## src/rtl/trig_pkg.sv

```systemverilog
// trig_seq shared package: state encoding, widths, helpers.
// Imported by the sequencer top and its channel selector.
package trig_pkg;

  localparam logic [1:0] IDLE  = 2'd0;
  localparam logic [1:0] PULSE = 2'd1;
  localparam logic [1:0] HOLD  = 2'd2;

  localparam int DEF_CHANNELS = 4;
  localparam int DEF_CNT_LEN  = 16;
  localparam int DEF_HOLD_LEN = 24;

  function automatic int clog2(input int n);
    int r;
    r = 0;
    for (int i = 0; i < 31; i++) begin
      if ((1 << i) < n) r = i + 1;
    end
    return r;
  endfunction

  function automatic int idx_w(input int n);
    return (clog2(n) < 1) ? 1 : clog2(n);
  endfunction

endpackage

```

## src/rtl/trig_chan_sel.sv

```systemverilog
// Channel selector: lowest set bit and next set bit above idx.
// Purely combinational; shared by start and wrap decisions.
module trig_chan_sel
  import trig_pkg::*;
#(
  parameter  int CHANNELS = DEF_CHANNELS,
  localparam int IDX_LEN  = idx_w(CHANNELS)
) (
  input  logic [CHANNELS-1:0] mask_i,
  input  logic [IDX_LEN-1:0]  idx_i,
  output logic [IDX_LEN-1:0]  nxt_o,
  output logic [IDX_LEN-1:0]  low_o,
  output logic                has_next_o,
  output logic                any_o
);

  // Descending scan so the lowest qualifying bit is written last.
  always_comb begin
    nxt_o      = '0;
    low_o      = '0;
    has_next_o = 1'b0;
    for (int i = CHANNELS - 1; i >= 0; i--) begin
      if (mask_i[i]) begin
        low_o = IDX_LEN'(i);
        if (i > int'(idx_i)) begin
          nxt_o      = IDX_LEN'(i);
          has_next_o = 1'b1;
        end
      end
    end
  end

  assign any_o = |mask_i;

endmodule

```

## src/rtl/trig_seq.sv

```systemverilog
// Multi-channel HC-SR04 trigger sequencer with per-pulse hold-off.
// Fires each enabled channel in ascending order, optionally looping.
module trig_seq
  import trig_pkg::*;
#(
  parameter  int CHANNELS = DEF_CHANNELS,
  parameter  int CNT_LEN  = DEF_CNT_LEN,
  parameter  int HOLD_LEN = DEF_HOLD_LEN,
  localparam int IDX_LEN  = idx_w(CHANNELS)
) (
  input  logic                clk,
  input  logic                rst,
  input  logic                start,
  input  logic                abort,
  input  logic                mode,
  input  logic [CHANNELS-1:0] chan_mask,
  input  logic [CNT_LEN-1:0]  pulse_width,
  input  logic [HOLD_LEN-1:0] holdoff,
  output logic                ready,
  output logic                busy,
  output logic [CHANNELS-1:0] sig,
  output logic [IDX_LEN-1:0]  chan_idx,
  output logic                fired
);

  logic [1:0]          state_q, state_d;
  logic                sp_q, sp_d;
  logic                mode_q, mode_d;
  logic [CHANNELS-1:0] mask_q, mask_d;
  logic [CHANNELS-1:0] sig_q, sig_d;
  logic [CNT_LEN-1:0]  pw_q, pw_d;
  logic [CNT_LEN-1:0]  pcnt_q, pcnt_d;
  logic [HOLD_LEN-1:0] ho_q, ho_d;
  logic [HOLD_LEN-1:0] hcnt_q, hcnt_d;
  logic [IDX_LEN-1:0]  idx_q, idx_d;
  logic                fired_q, fired_d;

  logic                rise;
  logic [IDX_LEN-1:0]  nxt_idx, in_low;
  logic                has_next, in_any;
  logic [IDX_LEN-1:0]  cur_low_unused, in_nxt_unused;
  logic                cur_any_unused, in_has_unused;
  logic [CNT_LEN-1:0]  wp_m1;
  logic [HOLD_LEN-1:0] wh_m1;

  trig_chan_sel #(.CHANNELS(CHANNELS)) u_cur (
    .mask_i     (mask_q),
    .idx_i      (idx_q),
    .nxt_o      (nxt_idx),
    .low_o      (cur_low_unused),
    .has_next_o (has_next),
    .any_o      (cur_any_unused)
  );

  trig_chan_sel #(.CHANNELS(CHANNELS)) u_in (
    .mask_i     (chan_mask),
    .idx_i      (idx_q),
    .nxt_o      (in_nxt_unused),
    .low_o      (in_low),
    .has_next_o (in_has_unused),
    .any_o      (in_any)
  );

  assign rise  = start & ~sp_q;
  assign wp_m1 = (pw_q == '0) ? '0 : pw_q - CNT_LEN'(1);
  assign wh_m1 = (ho_q == '0) ? '0 : ho_q - HOLD_LEN'(1);

  always_comb begin
    state_d = state_q;
    sp_d    = start;
    mode_d  = mode_q;
    mask_d  = mask_q;
    sig_d   = sig_q;
    pw_d    = pw_q;
    pcnt_d  = pcnt_q;
    ho_d    = ho_q;
    hcnt_d  = hcnt_q;
    idx_d   = idx_q;
    fired_d = 1'b0;
    if (abort) begin
      state_d = IDLE;
      sig_d   = '0;
    end else begin
      unique case (1'b1)
        (state_q == IDLE): begin
          if (rise && in_any) begin
            mode_d  = mode;
            mask_d  = chan_mask;
            pw_d    = pulse_width;
            ho_d    = holdoff;
            idx_d   = in_low;
            pcnt_d  = '0;
            hcnt_d  = '0;
            sig_d   = CHANNELS'(1) << in_low;
            state_d = PULSE;
          end
        end
        (state_q == PULSE): begin
          if (pcnt_q == wp_m1) begin
            pcnt_d  = '0;
            hcnt_d  = '0;
            sig_d   = '0;
            fired_d = 1'b1;
            state_d = HOLD;
          end else begin
            pcnt_d = pcnt_q + CNT_LEN'(1);
          end
        end
        (state_q == HOLD): begin
          if (hcnt_q == wh_m1) begin
            hcnt_d = '0;
            pcnt_d = '0;
            if (has_next) begin
              idx_d   = nxt_idx;
              sig_d   = CHANNELS'(1) << nxt_idx;
              state_d = PULSE;
            end else if (mode_q) begin
              // Wrap: pick up fresh config from the inputs.
              mask_d = chan_mask;
              pw_d   = pulse_width;
              ho_d   = holdoff;
              if (in_any) begin
                idx_d   = in_low;
                sig_d   = CHANNELS'(1) << in_low;
                state_d = PULSE;
              end else begin
                state_d = IDLE;
              end
            end else begin
              state_d = IDLE;
            end
          end else begin
            hcnt_d = hcnt_q + HOLD_LEN'(1);
          end
        end
        default: begin
          state_d = IDLE;
          sig_d   = '0;
        end
      endcase
    end
  end

  always_ff @(posedge clk) begin
    if (!rst) begin
      state_q <= IDLE;
      sp_q    <= 1'b0;
      mode_q  <= 1'b0;
      mask_q  <= '0;
      sig_q   <= '0;
      pw_q    <= '0;
      pcnt_q  <= '0;
      ho_q    <= '0;
      hcnt_q  <= '0;
      idx_q   <= '0;
      fired_q <= 1'b0;
    end else begin
      state_q <= state_d;
      sp_q    <= sp_d;
      mode_q  <= mode_d;
      mask_q  <= mask_d;
      sig_q   <= sig_d;
      pw_q    <= pw_d;
      pcnt_q  <= pcnt_d;
      ho_q    <= ho_d;
      hcnt_q  <= hcnt_d;
      idx_q   <= idx_d;
      fired_q <= fired_d;
    end
  end

  assign ready    = (state_q == IDLE);
  assign busy     = ~ready;
  assign sig      = sig_q;
  assign chan_idx = idx_q;
  assign fired    = fired_q;

endmodule

```

## config.mk

```make
export PLATFORM = sky130hd
export DESIGN_NAME = trig_seq
export DESIGN_NICKNAME = d
export VERILOG_FILES = /design/src/rtl/trig_pkg.sv /design/src/rtl/trig_chan_sel.sv /design/src/rtl/trig_seq.sv
export SDC_FILE = /design/constraint.sdc
export NUM_CORES = 1
export LEC_CHECK = 0
export CAP_MARGIN = 20
export CORE_ASPECT_RATIO = 0.75
export CORE_UTILIZATION = 59
export CTS_CLUSTER_SIZE = 10
export DETAILED_ROUTE_END_ITERATION = 10
export GPL_ROUTABILITY_DRIVEN = 1
export PLACE_DENSITY = 0.81
export SYNTH_ARGS = -nofsm -noshare
export SYNTH_HDL_FRONTEND = slang
export SYNTH_SLANG_ARGS = --single-unit
```

## constraint.sdc

```tcl
create_clock -name clk -period 5.4 [get_ports clk]
set_input_delay 1.08 -clock clk [delete_from_list [all_inputs] [get_ports clk]]
set_output_delay 1.08 -clock clk [all_outputs]
set_load 0.03 [all_outputs]
```

# == After elaboration in Yosys (flattened, before gate mapping) ==
# Cells that the tools add are included.
# classes
n_addsub,4
order_cmp,3
eq_ne,11
shifts,2
muxes,62
bitwise,6
n_reduce_logical,16
# ops
operator,n
$mux W24,8
$mux W16,8
$pmux W24 S3,1
$pmux W16 S3,1
$pmux W24 S2,1
$mux W2,20
$mux W4,10
$pmux W16 S2,1
$add A24 B1 Y24 const B,1
$eq A24 B24 Y1,1
$logic_not A24 Y1,1
$sub A24 B1 Y24 const B,1
$add A16 B1 Y16 const B,1
$eq A16 B16 Y1,1
$logic_not A16 Y1,1
$sub A16 B1 Y16 const B,1
$pmux W4 S3,1
$reduce_and A6 Y1,2
$mux W1,8
$pmux W4 S2,1
$reduce_and A4 Y1,2
$shl A1 B2 Y4 const A,2
$ne A2 B1 Y1 const B,3
$ne A3 B3 Y1 const B,2
other kinds (18),25
# word_totals
ff_bits,95
input_bits,49
output_inout_bits,9
word_cells,115

# == Depth between registers and ports, before layout ==
# Gate-level depths: netlist of run 1.
# depth
depth_word,11
mapped_depth,15
mapped_depth_nobuf,12

# == Modules after synthesis ==
# From an unflattened synthesis of run 1, not the netlist that was laid out.
# hier_totals
cells_unflattened,874
hier_area_um2,7023.0
# modules_own_cells
module,instances,cells_each,area_each_um2,seq_area_each_um2
trig_seq,1,844,6845.3,1901.8
trig_chan_sel,2,15,88.8,0.0

# == Worst setup path before layout of run 1 ==
# OpenSTA, ideal clock, no wires.
# synth_path
path_type,register -> register
startpoint,register ho_q[12]
endpoint,register pcnt_q[11]
setup_ns,0.125
t_arrival_ns,3.635
required_ns,5.275
path_slack_ns,1.640
stages_incl_launch_ff,14
path_buffers,3
period_less_slack_ns,3.760
cell_sequence,dfxtp_1 > clkbuf_1 > nor4_2 > nand2_1 > or4b_1 > a2111oi_0 > nor3_1 > or4_1 > nor4_4 > nor2_2 > o21ai_0 > clkbuf_1 > buf_2 > a21oi_1
# synth_between
elab_chain_cells,5
word_cells_on_any_way,6
classes_between,1 x add/sub; 2 x eq/ne; 1 x mux; 2 x reduce/logical
# synth_lines
element,line,rtl
from (decl),trig_seq.sv:33,"logic [HOLD_LEN-1:0] ho_q, ho_d;"
from (signal assigned),trig_seq.sv:165,ho_q <= ho_d;
$sub A24 B1 Y24 or $logic_not A24 Y1 (tied branches),trig_seq.sv:66,assign wh_m1 = (ho_q == '0) ? '0 : ho_q - HOLD_LEN'(1);
$mux W24 (*),trig_seq.sv:66,
$eq A24 B24 Y1 (*),trig_seq.sv:110,if (hcnt_q == wh_m1) begin
$ne A2 B1 Y1 (no source line) (*),-,
$reduce_and A4 Y1 (no source line) (*),-,
to (signal assigned),trig_seq.sv:164,pcnt_q <= pcnt_d;
to (decl),trig_seq.sv:32,"logic [CNT_LEN-1:0] pcnt_q, pcnt_d;"
# Mark *: on every way between the ends. The rest lies on a longest branch, timed or not.
# A chain may end at the register's enable or synchronous reset.

# == Worst setup path after layout of run 1 ==
# layout_path
startpoint,register ho_q[2]
endpoint,register pcnt_q[6]
# Same word-level chain as after synthesis.

==> metrics.md, run 1 <==
| Metric | Value |
|---|---|
| Fillers | `860` |
| Via count of the first global-routing pass | `between 5000 and 6000` |
| Peak Freq | `~0.2 GHz` |
| Worst Hold Class | `reg -> reg` |
| Largest net degree at the start of global routing | `93` |
| Vias | `roughly 6500` |
| Die H | `roughly 92 µm` |
| First-pass detailed-route iteration total | `5` |
| Syn. warnings | `0` |
| Post-CTS Setup Bufs | `0` |
| Die area | `around 11000 µm²` |
| CP Class | `reg -> reg` |
| Leakage | `around 2.5 nW` |
| Per-cell routed wire length | `roughly 18 µm` |
| Synth Area in Adders | `less than 1%` |
| Io pins | `58` |
| DRT iter0 DRCs | `roughly 720` |
| Placer Congestion | `approximately 1.0` |
| Worst-path clk slew | `roughly 0.080 ns` |
| I/O Buffers | `between 50 and 60` |
| Part of the cycle the worst path needs | `between 90% and 100%` |
| Number of distinct library cells after synthesis | `between 60 and 70` |
| Antenna viol nets, final | `0` |
| Mapped Cells | `between 800 and 900` |
| Synth Register Bits | `94` |
| Synthesis-to-finish area growth | `14.0%` |
| Post-CTS Hold Fix Bufs | `0` |
| Largest family of logic cells by synthesized area | `simple AND/OR/NAND/NOR gates` |
| Max cap viols | `0` |
| First-pass GRT wire length | `approximately 29000 µm` |
| Unrepaired setup endpoints after global routing | `no` |
| Total wire length | `~18000 µm` |
| Final Hold Viols | `0` |
| Worst EP required | `about 5.7 ns` |
| Seq/Total Area, Yosys | `between 20% and 30%` |
| Clock power share | `between 30 and 40%` |
| RR Startpoint | `ho_q[2]` |
| Setup WS pre-CTS | `roughly 0.45 ns` |
| Hold_sp | `sig[0]` |
| Final nets | `approximately 900` |
| CP endpoint kind | `register` |
| Max_slew headroom | `between 30% and 40%` |
| CTS Buf Count | `9` |
| Insertion delay to the later sink of the worst-skew pair | `0.35 ns` |
| Fin Clk Skew | `roughly 0.0088 ns` |
| Arrival time worst endpoint | `around 5.3 ns` |
| Syn nets | `just under 900` |
| Resize count post-CTS | `0` |
| CORE AREA | `10400 µm²` |
| Top-area cell type share of the netlist area | `between 20% and 30%` |
| Initial core utilization | `a little over 60%` |
| Power Density | `between 200 and 300 nW/µm²` |
| Via-to-Cell Ratio | `around 6.6` |
| Logic pwr share | `between 20% and 30%` |
| Antenna violations before repair | `0` |
| Hold endpoint | `sig[0]` |
| Final HPWL DP | `approximately 13000 µm` |
| XOR/XNOR share of the synthesized area | `under 10%` |
| Hold slack final | `about 0.47 ns` |
| Psw | `0.000625 W` |
| Outcome | `finished clean` |
| Area leader, netlist | `dfxtp_1` |
| Register area | `between 1500 and 2000 µm²` |
| Tmin final | `roughly 5.0 ns` |
| Hold path cells | `2` |
| Post-Synth Simple-Gate Area | `31.8%` |
| Top FF cell, synth | `dfxtp_1` |
| Layout cell share with drive strength beyond 1 | `5.30%` |
| Maximum clock insertion buffer count | `2` |
| TNS Setup | `0 ns` |
| DR DRC count | `0` |
| Root buf cell | `clkbuf_16` |
| Row count | `32` |
| Placed cell areas | `7000 µm²` |
| Sw Share | `around 33%` |
| Pint | `0.00124 W` |
| Mux share of post-synthesis cell area | `8.33%` |
| Die width | `between 100 and 150 µm` |
| CTS tree | `yes` |
| Tightest Pin Transition | `0.914 ns` |
| Max VDD drop | `roughly 170 µV` |
| Final Power | `0.00187 W` |
| R2R depth | `12` |
| Crit-path max FO | `16` |
| Final setup fails | `0` |
| FF-to-FF End | `pcnt_q[6]` |
| Max-slew violations | `0` |
| N_diodes | `0` |
| Sequential power share | `39.9%` |
| Setup slack after layout | `0.392 ns` |
| Overall Global Routing Usage | `around a third` |
| Synthesized area per cell | `7.79 µm²` |
| Multi-input logic area | `~4200 µm²` |
| Netlist Area Pre-Place | `roughly 6400 µm²` |
| Compound-gate portion of the synthesized area | `17.8%` |
| Post-Layout Inst Area | `between 7000 and 8000 µm²` |
| Global route overflow | `0` |
| CP startpoint kind | `register` |
| H-tree lvl count | `3` |
| Top cells by area, synth | `dfxtp_1 29%, mux2i_1 8.0%, nand2_1 7.3%` |
| R2r setup slk | `between 0.3 and 0.4 ns` |
| Post-synth EDFFs | `0` |
| Clock sinks | `94` |
| Async S/R FF share, synth | `0%` |
cells in the mapped netlist (7+ instances only):
master	count
a21oi_1	44
nor2b_1	10
nor4_1	15
nand4_1	24
nand2_1	124
a211oi_1	10
nand3_1	22
and4_1	8
nor3_1	29
or4_1	24
o311ai_0	7
nor2_1	47
mux2i_1	51
dfxtp_1	94
clkbuf_1	47
xnor2_1	30
or3_1	13
inv_1	19
and3_1	11
nor3b_1	10
xor2_1	18
o31ai_1	13
o21ai_0	33
routing by layer:
layer / vias to the layer above / share of wire (%) / global-route usage (%)
met5: - / 0 / 0
met4: 0 / 2.0 / 11.0
met3: 34 / 9.3 / 6.28
met2: 326 / 43 / 48.1
met1: 3034 / 46 / 46.3
li1: 3102 / - / -
critical path, stage by stage (launching register included):
cell	delay, ns
dfxtp_1	0.37
nor4_1	0.30
buf_4	0.21
nand4b_1	0.09
buf_4	0.19
or4b_1	0.55
a2111oi_0	0.48
nor3_1	0.09
or4_1	0.54
nor4_4	0.79
o21ai_1	0.52
or4_1	0.63
a21oi_1	0.16
sequential cells by signal, summed over array words and instances (netlist names):
signal    cells
hcnt_q       24
pw_q         16
state_q       2
pcnt_q       16
fired         1
sp_q          1
chan_idx      2
mode_q        1
ho_q         24
sig           4
mask_q        3
power by group through the flow:
stage / Clock [W] / Sequential [W] / Combinational [W]
floorplan: 0 / 0.000746 / 0.000352
global placement: 0 / 0.000758 / 0.000455
detailed placement: 0 / 0.000760 / 0.000472
CTS: 0.000643 / 0.000743 / 0.000475
global route: 0.000668 / 0.000748 / 0.000529
finish: 0.000635 / 0.000745 / 0.000486
per-stage QoR:
step | instances | util [%]
after CTS | 985 | 70.0
final | 985 | 70.0
after floorplan | 821 | -
after global routing | 985 | 70.0
after detailed placement | 969 | 67.3
after global placement | 969 | 67.3
how the worst max path moves through the flow:
stage	to	slack, ns	depth (start not counted)	start
after detailed placement	pcnt_q[6]	0.45	12	ho_q[2]
after floorplan	pcnt_q[11]	1.64	13	ho_q[12]
after CTS	pcnt_q[6]	0.46	12	ho_q[2]
after global placement	pcnt_q[14]	0.63	12	ho_q[2]
final	pcnt_q[6]	0.39	12	ho_q[2]
after global routing	pcnt_q[14]	0.17	10	ho_q[18]
final cells by class:
class | instances | share of cell area, %
multi-input cells | 653 | 58.0
flip-flops and latches | 94 | 25.8
repair buffers | 67 | 8.96
clock buffers | 9 | 3.09
well taps | 136 | 2.33
inverters | 19 | 0.978
clock inverters | 7 | 0.875
kinds of logic after synthesis:
group,after synthesis
AO/OA/AOI/OAI,170
flip-flops,94
adder cells (fa/ha/maj),4
AND/OR/NAND/NOR,376
multiplexers,53
XOR/XNOR,50
buffers and inverters,74
cells in the final DEF (no fill, tap or decap), types with 13 or more instances in the layout:
master,instances
nand2_1,124
dfxtp_1,94
clkdlybuf4s50_1,56
mux2i_1,51
nor2_1,47
a21oi_1,44
o21ai_0,32
xnor2_1,30
nor3_1,28
nand4_1,24
or4_1,24
nand3_1,22
inv_1,19
xor2_1,18
nor4_1,15
or3_1,13
o31ai_1,13
(Power assumes the default switching activity.)
==> run 2: changes to the inputs <==
SKIP_LAST_GASP = 1   (was unset)
==> results of run 2 <==
No change in the layout: final DEF, timing and power equal those of run 1.
